`config.mk`:
```
export PLATFORM = sky130hd
export DESIGN_NAME = segment_update_master
export DESIGN_NICKNAME = d
export VERILOG_FILES = /design/src/rtl/seg_pkg.sv /design/src/rtl/seg_hex_encoder.sv /design/src/rtl/segment_update_master.sv
export SDC_FILE = /design/constraint.sdc
export NUM_CORES = 1
export LEC_CHECK = 0
export CORE_UTILIZATION = 55
export DETAILED_ROUTE_END_ITERATION = 10
export GPL_TIMING_DRIVEN = 0
export PLACE_DENSITY = 0.75
export REMOVE_ABC_BUFFERS = 1
export SYNTH_ARGS = -nofsm -noshare
export SYNTH_HDL_FRONTEND = slang
export SYNTH_SLANG_ARGS = --single-unit
```
`constraint.sdc`:
```
create_clock -name clk -period 4.75 [get_ports clk]
set_input_delay 1.425 -clock clk [delete_from_list [all_inputs] [get_ports clk]]
set_output_delay 1.425 -clock clk [all_outputs]
set_load 0.02 [all_outputs]
```
`src/rtl/seg_pkg.sv`:
```
// Shared types, constants and the hex-to-segment encoding for the segment
// display update master.
package seg_pkg;

    localparam int NUM_DIGITS = 8;
    localparam int BLINK_ADDR = 8;
    localparam logic [7:0] SEG_BLANK = 8'hFF;

    typedef enum logic [1:0] {
        ST_IDLE,
        ST_CMP,
        ST_WRITE
    } state_t;

    // Active-low byte {~dp, ~g..~a}; blank overrides both digit and dp.
    function automatic logic [7:0] hex_to_seg(input logic [3:0] nibble,
                                              input logic       dp,
                                              input logic       blank);
        logic [6:0] seg_n;
        case (nibble)
            4'h0: seg_n = 7'h40;
            4'h1: seg_n = 7'h79;
            4'h2: seg_n = 7'h24;
            4'h3: seg_n = 7'h30;
            4'h4: seg_n = 7'h19;
            4'h5: seg_n = 7'h12;
            4'h6: seg_n = 7'h02;
            4'h7: seg_n = 7'h78;
            4'h8: seg_n = 7'h00;
            4'h9: seg_n = 7'h10;
            4'hA: seg_n = 7'h08;
            4'hB: seg_n = 7'h03;
            4'hC: seg_n = 7'h46;
            4'hD: seg_n = 7'h21;
            4'hE: seg_n = 7'h06;
            4'hF: seg_n = 7'h0E;
            default: seg_n = 7'h7F;
        endcase
        return blank ? SEG_BLANK : {~dp, seg_n};
    endfunction

endpackage

```
`src/rtl/seg_hex_encoder.sv`:
```
// Combinational encoder: one hex digit plus dp/blank flags to a segment byte.
module seg_hex_encoder
    import seg_pkg::*;
(
    input  logic [3:0] nibble,
    input  logic       dp,
    input  logic       blank,
    output logic [7:0] seg
);

    assign seg = hex_to_seg(nibble, dp, blank);

endmodule

```
`src/rtl/segment_update_master.sv`:
```
// Avalon-MM write master that pushes only the changed bytes of a display
// image (digits + blink mask) to the segment display slave.
module segment_update_master #(
    parameter int NUM_DIGITS = seg_pkg::NUM_DIGITS,
    parameter int BLINK_ADDR = seg_pkg::BLINK_ADDR,
    parameter int ADDR_WIDTH = 4
) (
    input  logic                    clk,
    input  logic                    reset,
    input  logic                    upd_req,
    input  logic [4*NUM_DIGITS-1:0] upd_digits,
    input  logic [NUM_DIGITS-1:0]   upd_dp,
    input  logic [NUM_DIGITS-1:0]   upd_blank,
    input  logic [7:0]              upd_blink,
    output logic                    upd_ack,
    output logic                    busy,
    output logic [ADDR_WIDTH-1:0]   m_address,
    output logic                    m_write,
    output logic [7:0]              m_writedata,
    input  logic                    m_waitrequest
);
    import seg_pkg::*;

    localparam int NUM_REGS = NUM_DIGITS + 1;
    localparam int IDX_W    = $clog2(NUM_REGS);

    state_t                  state_reg, state_next;
    logic                    valid_reg, valid_next;
    logic [NUM_REGS-1:0]     dirty_reg, dirty_next;
    logic [IDX_W-1:0]        idx_reg, idx_next;
    logic                    upd_ack_reg, upd_ack_next;
    logic                    busy_reg, busy_next;
    logic                    m_write_reg, m_write_next;
    logic [ADDR_WIDTH-1:0]   m_address_reg, m_address_next;
    logic [7:0]              m_writedata_reg, m_writedata_next;

    logic [7:0]              enc_seg [NUM_DIGITS];
    logic [7:0]              image_reg [NUM_REGS];
    logic [7:0]              shadow_reg [NUM_REGS];
    logic [NUM_REGS-1:0]     dirty_cmp;
    logic [NUM_REGS-1:0]     pick_vec;
    logic [IDX_W-1:0]        pick_idx;
    logic                    pick_any;
    logic                    capture;
    logic                    write_done;

    function automatic logic [ADDR_WIDTH-1:0] reg_addr(input logic [IDX_W-1:0] idx);
        if (int'(idx) == NUM_DIGITS) return ADDR_WIDTH'(BLINK_ADDR);
        return ADDR_WIDTH'(idx);
    endfunction

    generate
        for (genvar gi = 0; gi < NUM_DIGITS; gi++) begin : g_enc
            seg_hex_encoder u_enc (
                .nibble (upd_digits[4*gi +: 4]),
                .dp     (upd_dp[gi]),
                .blank  (upd_blank[gi]),
                .seg    (enc_seg[gi])
            );

            always_ff @(posedge clk) begin
                if (capture) image_reg[gi] <= enc_seg[gi];
            end
        end

        for (genvar gi = 0; gi < NUM_REGS; gi++) begin : g_dirty
            assign dirty_cmp[gi] = !valid_reg || (image_reg[gi] != shadow_reg[gi]);
        end
    endgenerate

    always_ff @(posedge clk) begin
        if (capture) image_reg[NUM_DIGITS] <= upd_blink;
        if (write_done) shadow_reg[idx_reg] <= image_reg[idx_reg];
    end

    // Lowest pending entry: the fresh compare result in CMP, otherwise the
    // remaining dirty set once the current entry is retired.
    always_comb begin
        pick_vec = (state_reg == ST_CMP) ? dirty_cmp
                                         : (dirty_reg & ~(NUM_REGS'(1) << idx_reg));
        pick_any = |pick_vec;
        pick_idx = '0;
        for (int i = NUM_REGS - 1; i >= 0; i--) begin
            if (pick_vec[i]) pick_idx = IDX_W'(i);
        end
    end

    always_comb begin
        state_next       = state_reg;
        valid_next       = valid_reg;
        dirty_next       = dirty_reg;
        idx_next         = idx_reg;
        upd_ack_next     = 1'b0;
        busy_next        = busy_reg;
        m_write_next     = m_write_reg;
        m_address_next   = m_address_reg;
        m_writedata_next = m_writedata_reg;
        capture          = 1'b0;
        write_done       = 1'b0;
        case (state_reg)
            ST_IDLE: begin
                if (upd_req) begin
                    capture      = 1'b1;
                    state_next   = ST_CMP;
                    upd_ack_next = 1'b1;
                    busy_next    = 1'b1;
                end
            end
            ST_CMP: begin
                dirty_next = dirty_cmp;
                if (pick_any) begin
                    state_next       = ST_WRITE;
                    idx_next         = pick_idx;
                    m_write_next     = 1'b1;
                    m_address_next   = reg_addr(pick_idx);
                    m_writedata_next = image_reg[pick_idx];
                end else begin
                    state_next = ST_IDLE;
                    busy_next  = 1'b0;
                end
            end
            ST_WRITE: begin
                if (!m_waitrequest) begin
                    write_done = 1'b1;
                    dirty_next = pick_vec;
                    if (pick_any) begin
                        idx_next         = pick_idx;
                        m_address_next   = reg_addr(pick_idx);
                        m_writedata_next = image_reg[pick_idx];
                    end else begin
                        state_next       = ST_IDLE;
                        valid_next       = 1'b1;
                        busy_next        = 1'b0;
                        m_write_next     = 1'b0;
                        m_address_next   = '0;
                        m_writedata_next = '0;
                    end
                end
            end
            default: state_next = ST_IDLE;
        endcase
    end

    always_ff @(posedge clk or posedge reset) begin
        if (reset) begin
            state_reg       <= ST_IDLE;
            valid_reg       <= 1'b0;
            dirty_reg       <= '0;
            idx_reg         <= '0;
            upd_ack_reg     <= 1'b0;
            busy_reg        <= 1'b0;
            m_write_reg     <= 1'b0;
            m_address_reg   <= '0;
            m_writedata_reg <= '0;
        end else begin
            state_reg       <= state_next;
            valid_reg       <= valid_next;
            dirty_reg       <= dirty_next;
            idx_reg         <= idx_next;
            upd_ack_reg     <= upd_ack_next;
            busy_reg        <= busy_next;
            m_write_reg     <= m_write_next;
            m_address_reg   <= m_address_next;
            m_writedata_reg <= m_writedata_next;
        end
    end

    assign upd_ack     = upd_ack_reg;
    assign busy        = busy_reg;
    assign m_write     = m_write_reg;
    assign m_address   = m_address_reg;
    assign m_writedata = m_writedata_reg;

endmodule

```
==> flow_summary.yaml, run 1 <==
synthesis:
  synth.cell_area_mm2: 0.0104
  post_synthesis_mean_instance_area_um2: 12.0
  synth.top_cell.area_share: 0.414
  yosys-top-cells-count: "edfxtp_1, nor2_1, nand2_1, ha_1, xnor2_1"
  postSynthCellCount: 869
  synth.most_common_cell: "edfxtp_1"
  synth_top_cell_by_area: "edfxtp_1"
  yosys-top-cells-area: "edfxtp_1, dfrtp_1, ha_1"
  synth_edf_count: 144
  dominantRegCellSynth: "edfxtp_1"
  count_of_different_cell_masters_after_synthesis: 70
  synthesis.yosys.warnings: 0
  postSynth.asyncResetShare: 0.177
  postSynthRegisterBits: 175
  proportion_of_synthesized_chip_area_in_sequential_cells: 0.488
die:
  die_w_um: 140
  initial_standard_cell_utilization_of_the_core: 0.560
  placement_rows: 50
  die_h_um: 140
  die_outline_area_mm2: 0.0195
  io_pins: 75
  design.core.area_mm2: 0.0186
drt:
  post-route-drc-count: 0
  drt-vias-per-instance: 6.29
  route.met3.wl_um: 2320
  highest_layer: "met4"
  route.met2.wl_um: 11500
  wire_per_inst_um: 21.7
  drt_pass1_iterations: 5
  via_count: 7410
  route.antenna.remaining_nets: 0
  drt-initial-drc-count: 870
  drt-total-wl_um: 25600
  m1WireLength_um: 10600
power:
  p_per_area_mw_per_mm2: 523
  combinationalPowerShare: 0.380
  p_sw_frac: 0.382
  ir_worst_vdd_uv: 272
  clock_power_share: 0.233
  leakage_nw: 4.33
  internal_power_w: 0.00391
  power.share.sequential: 0.387
  netSwitchingPower_w: 0.00242
global_routing:
  grt_first_pass_wirelength_um: 39400
  vias_in_the_first_global_route: 6961
  grt_max_degree: 39
  groute.usage.overall: 0.270
  antenna_violations_before_repair: 0
  overflow: 0
final_layout:
  post_route_cells_drive_above_1_share: 0.136
  final_cell_area_mm2: 0.0121
  insertedDiodeCount: 0
  synthToLayoutAreaGrowth_pct: 15.7
  fillers: 1412
  final_util: 0.648
  num-nets-final: 1043
status:
  status: "complete, no violations"
worst_setup_path:
  cpMaxStageDelayCell: "nor4b_4"
  setup.worst_path.class: "reg2reg"
  worst-r2r-cell-count: 9
  worstPathCellList: "inv_1 > ha_1 > nand2_2 > o41a_1 > nor4b_4 > nand4_1 > nor2_2 > a22oi_1 > o211ai_1"
  crit_path_max_incr_delay_ns: 0.83
  timing.critical_path.required_ns: 5.08
  crit_arrival_ns: 4.91
  startpoint_type: "flop"
  worstPathMaxFanout: 17
  worst_setup_path_end_kind: "flop"
place:
  hpwlAfterDp_um: 19100
  gp_congestion: 0.973
  io_buffer_count: 74
  postPlaceCellArea_mm2: 0.0114
clock_network:
  clkSinkCount: 175
  cts_tree: "yes"
  worst_skew_pair.late_latency_ns: 0.43
  htreeDepth: 4
  post_cts.repair.setup_buffers: 0
  cts_root_buffer: "clkbuf_16"
  cts.clk_slew.worst_paths_ns: 0.07
  cts_hold_buffers: 0
  cts_made_buffers: 17
  cts_buffer_depth: 2
timing:
  finalWorstPathRequiredPeriod_ns: 4.58
  total_negative_slack_for_setup_checks_ns: 0
  slew_headroom: 0.173
  finalSetupViolCount: 0
  fin_hold_viols: 0
  skew_ns: 0.0135
  share_of_the_clock_period_used_by_the_worst_path: 0.964
  tightestPinTransition_ns: 1.24
  number_of_max_slew_violations_in_the_final_report: 0
  fmaxAchievable_mhz: 218
flow_run:
  cap_viol_max_count: 0
min_path:
  worst_hold_path.num_cells: 2
  hold_path_class: "reg2reg"
power by group through the flow:
stage	Sequential, W	Clock, W	Combinational, W
after CTS	0.00243	0.00148	0.00235
after detailed placement	0.00246	0	0.00234
after global placement	0.00250	0	0.00216
after global routing	0.00246	0.00154	0.00255
final	0.00245	0.00147	0.00240
after floorplan	0.00239	0	0.00141
area by class of cell:
class / instances / area, µm² / area share
clock buffer: 17 / 425 / 0.0352
clock inverter: 15 / 200 / 0.0166
inverter: 39 / 146 / 0.0121
multi-input combinational: 613 / 5030 / 0.416
sequential: 175 / 5100 / 0.422
tap: 234 / 293 / 0.0242
timing repair buffer: 85 / 883 / 0.0731
path summary, 6_finish.rpt:
check,slack [ns],to,from
worst min register to register,0.48,m_address[3]$_DFFE_PP0P_,m_address[3]$_DFFE_PP0P_
min in group asynchronous,1.22,m_writedata[5]$_DFFE_PP0P_,reset
worst max-delay path,0.17,m_writedata[3]$_DFFE_PP0P_,state_reg[1]$_DFFE_PP0P_
worst min-delay path,0.48,m_address[3]$_DFFE_PP0P_,m_address[3]$_DFFE_PP0P_
worst max register to register,0.17,m_writedata[3]$_DFFE_PP0P_,state_reg[1]$_DFFE_PP0P_
max in group asynchronous,3.12,idx_reg[0]$_DFFE_PP0P_,reset
cells in the final DEF (no fill, tap or decap), drive strengths merged, types with 24 or more instances in the layout:
cell and n:
edfxtp 144, clkdlybuf4s50 74, nor2 67, nand2 55, ha 52, xnor2 47
inv 45, o21ai 43, mux2i 36, mux2 32, dfrtp 31, o211ai 26
xor2 25, mux4 24
what timing repair did:
item                       CTS  global route
setup endpoints to repair    2             8
pin swaps                    0             1
gates cloned                 0             1
gates resized for setup      1             0
critical path: cells and delay by family, from the launching register on:
family / cells / cell delay [ns]
AOI/OAI and AO/OA: 3 / 0.91
adders and majority gates: 1 / 0.61
buffers and inverters: 1 / 0.10
DFF: 1 / 0.40
and+or+nand+nor: 4 / 2.45
cells by family (layout without fill, tap and decap cells):
| logic type | Yosys count | in the layout | share of synthesized area |
|---|---|---|---|
| AOI/OAI and AO/OA | 173 | 173 | 0.128 |
| muxes | 92 | 92 | 0.121 |
| buffers and inverters | 82 | 156 | 0.0325 |
| adders and majority gates | 52 | 52 | 0.0623 |
| and+or+nand+nor | 223 | 224 | 0.108 |
| DFF | 175 | 175 | 0.488 |
| xor gates and xnor gates | 72 | 72 | 0.0604 |
routing by layer:
metal	vias to the layer above	track usage
li1	3429	-
met1	3502	0.371
met2	414	0.413
met3	65	0.0537
met4	0	0.131
met5	-	0
per-stage QoR:
| step | power, W | hold WS, ns | setup WS (ns) | std cells |
|---|---|---|---|---|
| finish | 0.00632 | 0.485 | 0.170 | 1178 |
| global placement | 0.00466 | 0.459 | -2.09 | 1134 |
| floorplan | 0.00380 | 0.456 | -0.284 | 826 |
| CTS | 0.00627 | 0.490 | 0.0226 | 1176 |
| global route | 0.00656 | 0.518 | -0.0108 | 1178 |
| detailed placement | 0.00480 | 0.475 | -0.00293 | 1144 |
No activity file was read; power rests on OpenSTA's default activity.
==> run 2: changes to the inputs <==
--- a/config.mk
+++ b/config.mk
@@ -10,6 +10,7 @@
 export GPL_TIMING_DRIVEN = 0
 export PLACE_DENSITY = 0.75
 export REMOVE_ABC_BUFFERS = 1
+export SETUP_SLACK_MARGIN = 0.2
 export SYNTH_ARGS = -nofsm -noshare
 export SYNTH_HDL_FRONTEND = slang
 export SYNTH_SLANG_ARGS = --single-unit
==> flow_summary.yaml, run 2 (same netlist as run 1, synthesis figures left out) <==
min_path:
  min_from: "m_address[3]$_DFFE_PP0P_"
  hold_path_class: "reg2reg"
power:
  leakage_nw: 4.34
  p_per_area_mw_per_mm2: 523
  ir_worst_vdd_uv: 270
worst_setup_path:
  worst-r2r-cell-count: 10
  setup.worst_path.class: "reg2reg"
  worstPathMaxFanout: 17
  crit_arrival_ns: 4.65
  ff2ff_setup_slack_ns: 0.39
  worst_setup_path_end_kind: "flop"
  critical_path.endpoint: "m_writedata[4]$_DFFE_PP0P_"
  startpoint_type: "flop"
  critical_path.reg2reg.endpoint: "m_writedata[4]$_DFFE_PP0P_"
  timing.critical_path.required_ns: 5.04
  regToRegStartpoint: "state_reg[1]$_DFFE_PP0P_"
  crit_path_start: "state_reg[1]$_DFFE_PP0P_"
global_routing:
  groute.usage.overall: 0.271
  grt_max_degree: 39
  overflow: 0
  grt_first_pass_wirelength_um: 39600
  antenna_violations_before_repair: 0
  vias_in_the_first_global_route: 6975
timing:
  number_of_max_slew_violations_in_the_final_report: 0
  skew_ns: 0.00858
  share_of_the_clock_period_used_by_the_worst_path: 0.918
  finalWorstPathRequiredPeriod_ns: 4.36
  tightestPinTransition_ns: 1.14
  fmaxAchievable_mhz: 229
  slew_headroom: 0.231
  finalSetupViolCount: 0
  fin_hold_ws_ns: 0.484
  rsz0062_at_grt: "false"
  fin_hold_viols: 0
place:
  io_buffer_count: 74
  hpwlAfterDp_um: 19100
  postPlaceCellArea_mm2: 0.0114
  gp_congestion: 0.973
clock_network:
  clkSinkCount: 175
  cts_hold_buffers: 0
  cts_tree: "yes"
  cts_made_buffers: 17
  cts_buffer_depth: 2
  cts.clk_slew.worst_paths_ns: 0.07
  htreeDepth: 4
  cts_root_buffer: "clkbuf_16"
  worst_skew_pair.late_latency_ns: 0.43
final_layout:
  insertedDiodeCount: 0
  final_cell_mix: "edfxtp_1, clkdlybuf4s50_1, nor2_1"
  final_cell_area_mm2: 0.0121
  post_route_cells_drive_above_1_share: 0.141
  layout.cells.most_common: "edfxtp_1"
  final_util: 0.650
  num-nets-final: 1046
  fillers: 1406
  synthToLayoutAreaGrowth_pct: 16.0
die:
  placement_rows: 50
  initial_standard_cell_utilization_of_the_core: 0.560
  die_outline_area_mm2: 0.0195
  die_h_um: 140
  io_pins: 75
  die_w_um: 140
  design.core.area_mm2: 0.0186
drt:
  route.met2.wl_um: 11300
  m1WireLength_um: 10700
  route.met3.wl_um: 2310
  drt_pass1_iterations: 5
  wire_per_inst_um: 21.7
  drt-vias-per-instance: 6.34
  via_count: 7490
  post-route-drc-count: 0
  route.antenna.remaining_nets: 0
  highest_layer: "met4"
  drt-total-wl_um: 25600
  drt-initial-drc-count: 727
flow_run:
  cap_viol_max_count: 0
status:
  status: "complete, no violations"
==> run 2: repair_timing <==
action / 4_1_cts / 5_1_grt
resized for setup: 1 / 4
endpoints found under the hold margin: 0 / 0
buffers inserted: 0 / 3
endpoints found under the setup margin: 8 / 8
cloned: 1 / 0
pin swaps: 1 / 1
==> run 2: cell type report <==
| type | instances | area, µm² | area share |
|---|---|---|---|
| flip-flops and latches | 175 | 5100 | 0.421 |
| multi-input cells | 613 | 5040 | 0.416 |
| repair buffers | 88 | 906 | 0.0748 |
| clock buffers | 17 | 425 | 0.0351 |
| well taps | 234 | 293 | 0.0242 |
| clock inverters | 15 | 200 | 0.0165 |
| inverters | 39 | 146 | 0.0121 |
==> run 2: through the flow <==
| stage | setup TNS, ns | setup slack, ns | total power (W) | std cells |
|---|---|---|---|---|
| global route | 0 | 0.213 | 0.00657 | 1181 |
| floorplan | -20.65 | -0.284 | 0.00380 | 826 |
| global placement | -152.08 | -2.09 | 0.00466 | 1134 |
| finish | 0 | 0.391 | 0.00634 | 1181 |
| detailed placement | -0.00293 | -0.00293 | 0.00480 | 1144 |
| CTS | 0 | 0.291 | 0.00628 | 1177 |
==> run 2: worst min-delay path by stage <==
stage                                     endpoint  cells after the start
final                     m_address[3]$_DFFE_PP0P_                      2
after detailed placement  m_address[0]$_DFFE_PP0P_                      2
after floorplan           dirty_reg[3]$_DFFE_PP0P_                      2
after global routing      m_address[3]$_DFFE_PP0P_                      2
after global placement    m_address[1]$_DFFE_PP0P_                      2
after CTS                 m_address[0]$_DFFE_PP0P_                      2
==> run 2: critical path: stages (launching register included) <==
cell and delay (ns):
dfrtp_1 0.40, inv_1 0.10, ha_1 0.59, inv_1 0.39, nor4_1 0.37, a31oi_1 0.22, nand2b_1 0.55, nor3_4 0.74
mux2_2 0.41, o211ai_1 0.30, o211ai_1 0.14
==> run 2: power breakdown <==
| group | switching [W] | total, W | internal (W) |
|---|---|---|---|
| Sequential | 0.000350 | 0.00245 | 0.00210 |
| Combinational | 0.00145 | 0.00242 | 0.000962 |
| Clock | 0.000626 | 0.00148 | 0.000849 |
==> run 2: layer usage <==
metal	track usage	vias up
met4	0.138	0
met1	0.370	3560
met3	0.0564	94
li1	-	3437
met5	0	-
met2	0.412	399
==> run 3: changes to the inputs <==
--- a/config.mk
+++ b/config.mk
@@ -6,6 +6,7 @@
 export NUM_CORES = 1
 export LEC_CHECK = 0
 export CORE_UTILIZATION = 55
+export CTS_CLUSTER_SIZE = 16
 export DETAILED_ROUTE_END_ITERATION = 10
 export GPL_TIMING_DRIVEN = 0
 export PLACE_DENSITY = 0.75
==> results of run 3 <==
No change in the layout: final DEF, timing and power equal those of run 2.
==> RTL change (flow settings as in run 1) <==
Set the parameter `ADDR_WIDTH` to 3 (it was 4).
--- a/src/rtl/segment_update_master.sv
+++ b/src/rtl/segment_update_master.sv
@@ -4,5 +4,5 @@
     parameter int NUM_DIGITS = seg_pkg::NUM_DIGITS,
     parameter int BLINK_ADDR = seg_pkg::BLINK_ADDR,
-    parameter int ADDR_WIDTH = 4
+    parameter int ADDR_WIDTH = 3
 ) (
     input  logic                    clk,
Ports: changed (resized m_address); port bits go from 75 to 74. The function was not compared with the original's and may differ.
==> RTL change against run 1 <==
  * The flow now finishes with violations (DRC)
  * Via count is 1.5% lower
  * Global-route usage is 0.34 points higher
  * Routed wire length is 0.84% lower
  * First-iteration DRC count is 21% lower
  * Non-clock buffer count is 1 lower
  * Power is 0.55% higher
  * Sequential share of layout area is 0.56 points higher
  * Maximum frequency is 7.1% higher
  * Area after synthesis is 1.8% lower
  * Worst setup slack better by 0.31 ns
  * Sequential cell count is 1 lower
  * Cell area is 1.8% lower
  * Synthesized cell count is 1.3% lower
  * Critical endpoint is now m_writedata[5]
  * Largest cell class unchanged
==> RTL change: results (changes against run 1) <==
outcome complete, but fails checks (was finished clean); failing checks DRC; P_leak 4.38 nW (was 4.33 nW); GR Overflow Total 0 (unchanged); 1st-iter DRT viols 687 (was 870); Total GRT Usage 27.4% (was 27.0%); crit path DAT 4.63 ns (was 4.91 ns); global-route wire length before repair 39.3 mm (was 39.4 mm); Largest stage delay, worst path 0.79 ns (was 0.83 ns); Worst Clk Skew 0.00648 ns (was 0.0135 ns); initial antenna violation count 0 (unchanged); Post-synth EDFFs 144 (unchanged); Slew HR 13.2% (was 17.3%); synth unique cells 67 (was 70); sequential element share of the synthesized area 49.5% (was 48.8%); GPL Wtd Cong 0.979 (was 0.973); largest net degree at the start of global routing 38 (was 39); vias per cell 6.28 (was 6.29); dpl cell area 0.0112 sq mm (was 0.0114 sq mm); Port Buf Inserts 73 (was 74); Net count, final 1,033 (was 1,043); most frequent cells after synthesis 144 x edfxtp_1, 76 x nor2_1, 58 x mux2i_1 (was 144 x edfxtp_1, 66 x nor2_1, 54 x nand2_1); vias in the first global route 6,889 (was 6,961); Synth area leaders edfxtp_1 42%, dfrtp_1 7.3%, ha_1 6.3% (was edfxtp_1 41%, dfrtp_1 7.4%, ha_1 6.2%); Worst Path Max Fanout 23 (was 17); CP max-delay cell ha_1 (was nor4b_4); share of cells above drive strength 1 10.5% (was 13.6%); drt first pass iters 8 (was 5); Post-CTS Resized 0 (was 1); ys async rst share 17.2% (was 17.7%); wire length per cell 21.8 um (was 21.7 um); Hold Path Class reg2reg (unchanged); biggest area consumer among synthesized cells edfxtp_1 (unchanged); HPWL Detailed 18.4 mm (was 19.1 mm); maximum vdd drop 0.000402 V (was 0.000272 V); DRC Markers 4 (was 0); TritonCTS Buffers 17 (unchanged); maximum clock path buffer count 2 (unchanged)
## RTL change: kinds of logic after synthesis
kind of cell | Yosys count | share of synthesized area (%)
buf+inv | 76 | 3.17
fa+ha+maj | 52 | 6.34
compound gates | 159 | 11.4
mux | 94 | 12.2
simple gates | 231 | 11.2
xor+xnor | 72 | 6.15
flops | 174 | 49.5
## RTL change: final cells by class
cell class                 count  area, sq um
timing repair buffer          84          877
tap                          229          287
clock buffer                  17          425
clock inverter                15          184
inverter                      36          135
multi-input combinational    608         4880
sequential                   174         5080
fill                        1344         6290
## RTL change: through the flow
| step | std cells | setup TNS (ns) | hold WS (ns) | setup slack (ns) |
|---|---|---|---|---|
| after floorplan | 818 | -20.65 | 0.474 | -0.284 |
| after global placement | 1120 | -152.43 | 0.464 | -2.09 |
| after detailed placement | 1131 | 0 | 0.490 | 0.505 |
| after CTS | 1163 | 0 | 0.504 | 0.732 |
| after global routing | 1163 | 0 | 0.526 | 0.348 |
| final | 1163 | 0 | 0.503 | 0.475 |
## RTL change: worst paths after layout
check / slack (ns) / end / cells past startpoint / start
setup / recovery: 0.48 / m_writedata[5] / 9 / state_reg[1]
setup reg to reg: 0.48 / m_writedata[5] / 9 / state_reg[1]
max in group asynchronous: 2.31 / idx_reg[0] / 2 / reset
hold / removal: 0.50 / m_address[2] / 1 / m_address[2]
min in group asynchronous: 1.63 / m_address[1] / 2 / reset
hold reg to reg: 0.50 / m_address[2] / 1 / m_address[2]
## RTL change: report_power, final
part	leakage [nW]	total (mW)	switching, mW	internal, mW
clock	0.296	1.45	0.614	0.834
combinational	2.43	2.50	1.43	1.08
sequential	1.65	2.41	0.338	2.07
## RTL change: routing by layer
metal | wire [um] | GRT usage, % | vias up
li1 | - | - | 3366
met4 | 1080 | 13.8 | 0
met2 | 11500 | 41.1 | 364
met5 | 0 | 0 | -
met1 | 10700 | 37.4 | 3489
met3 | 2150 | 6.46 | 80
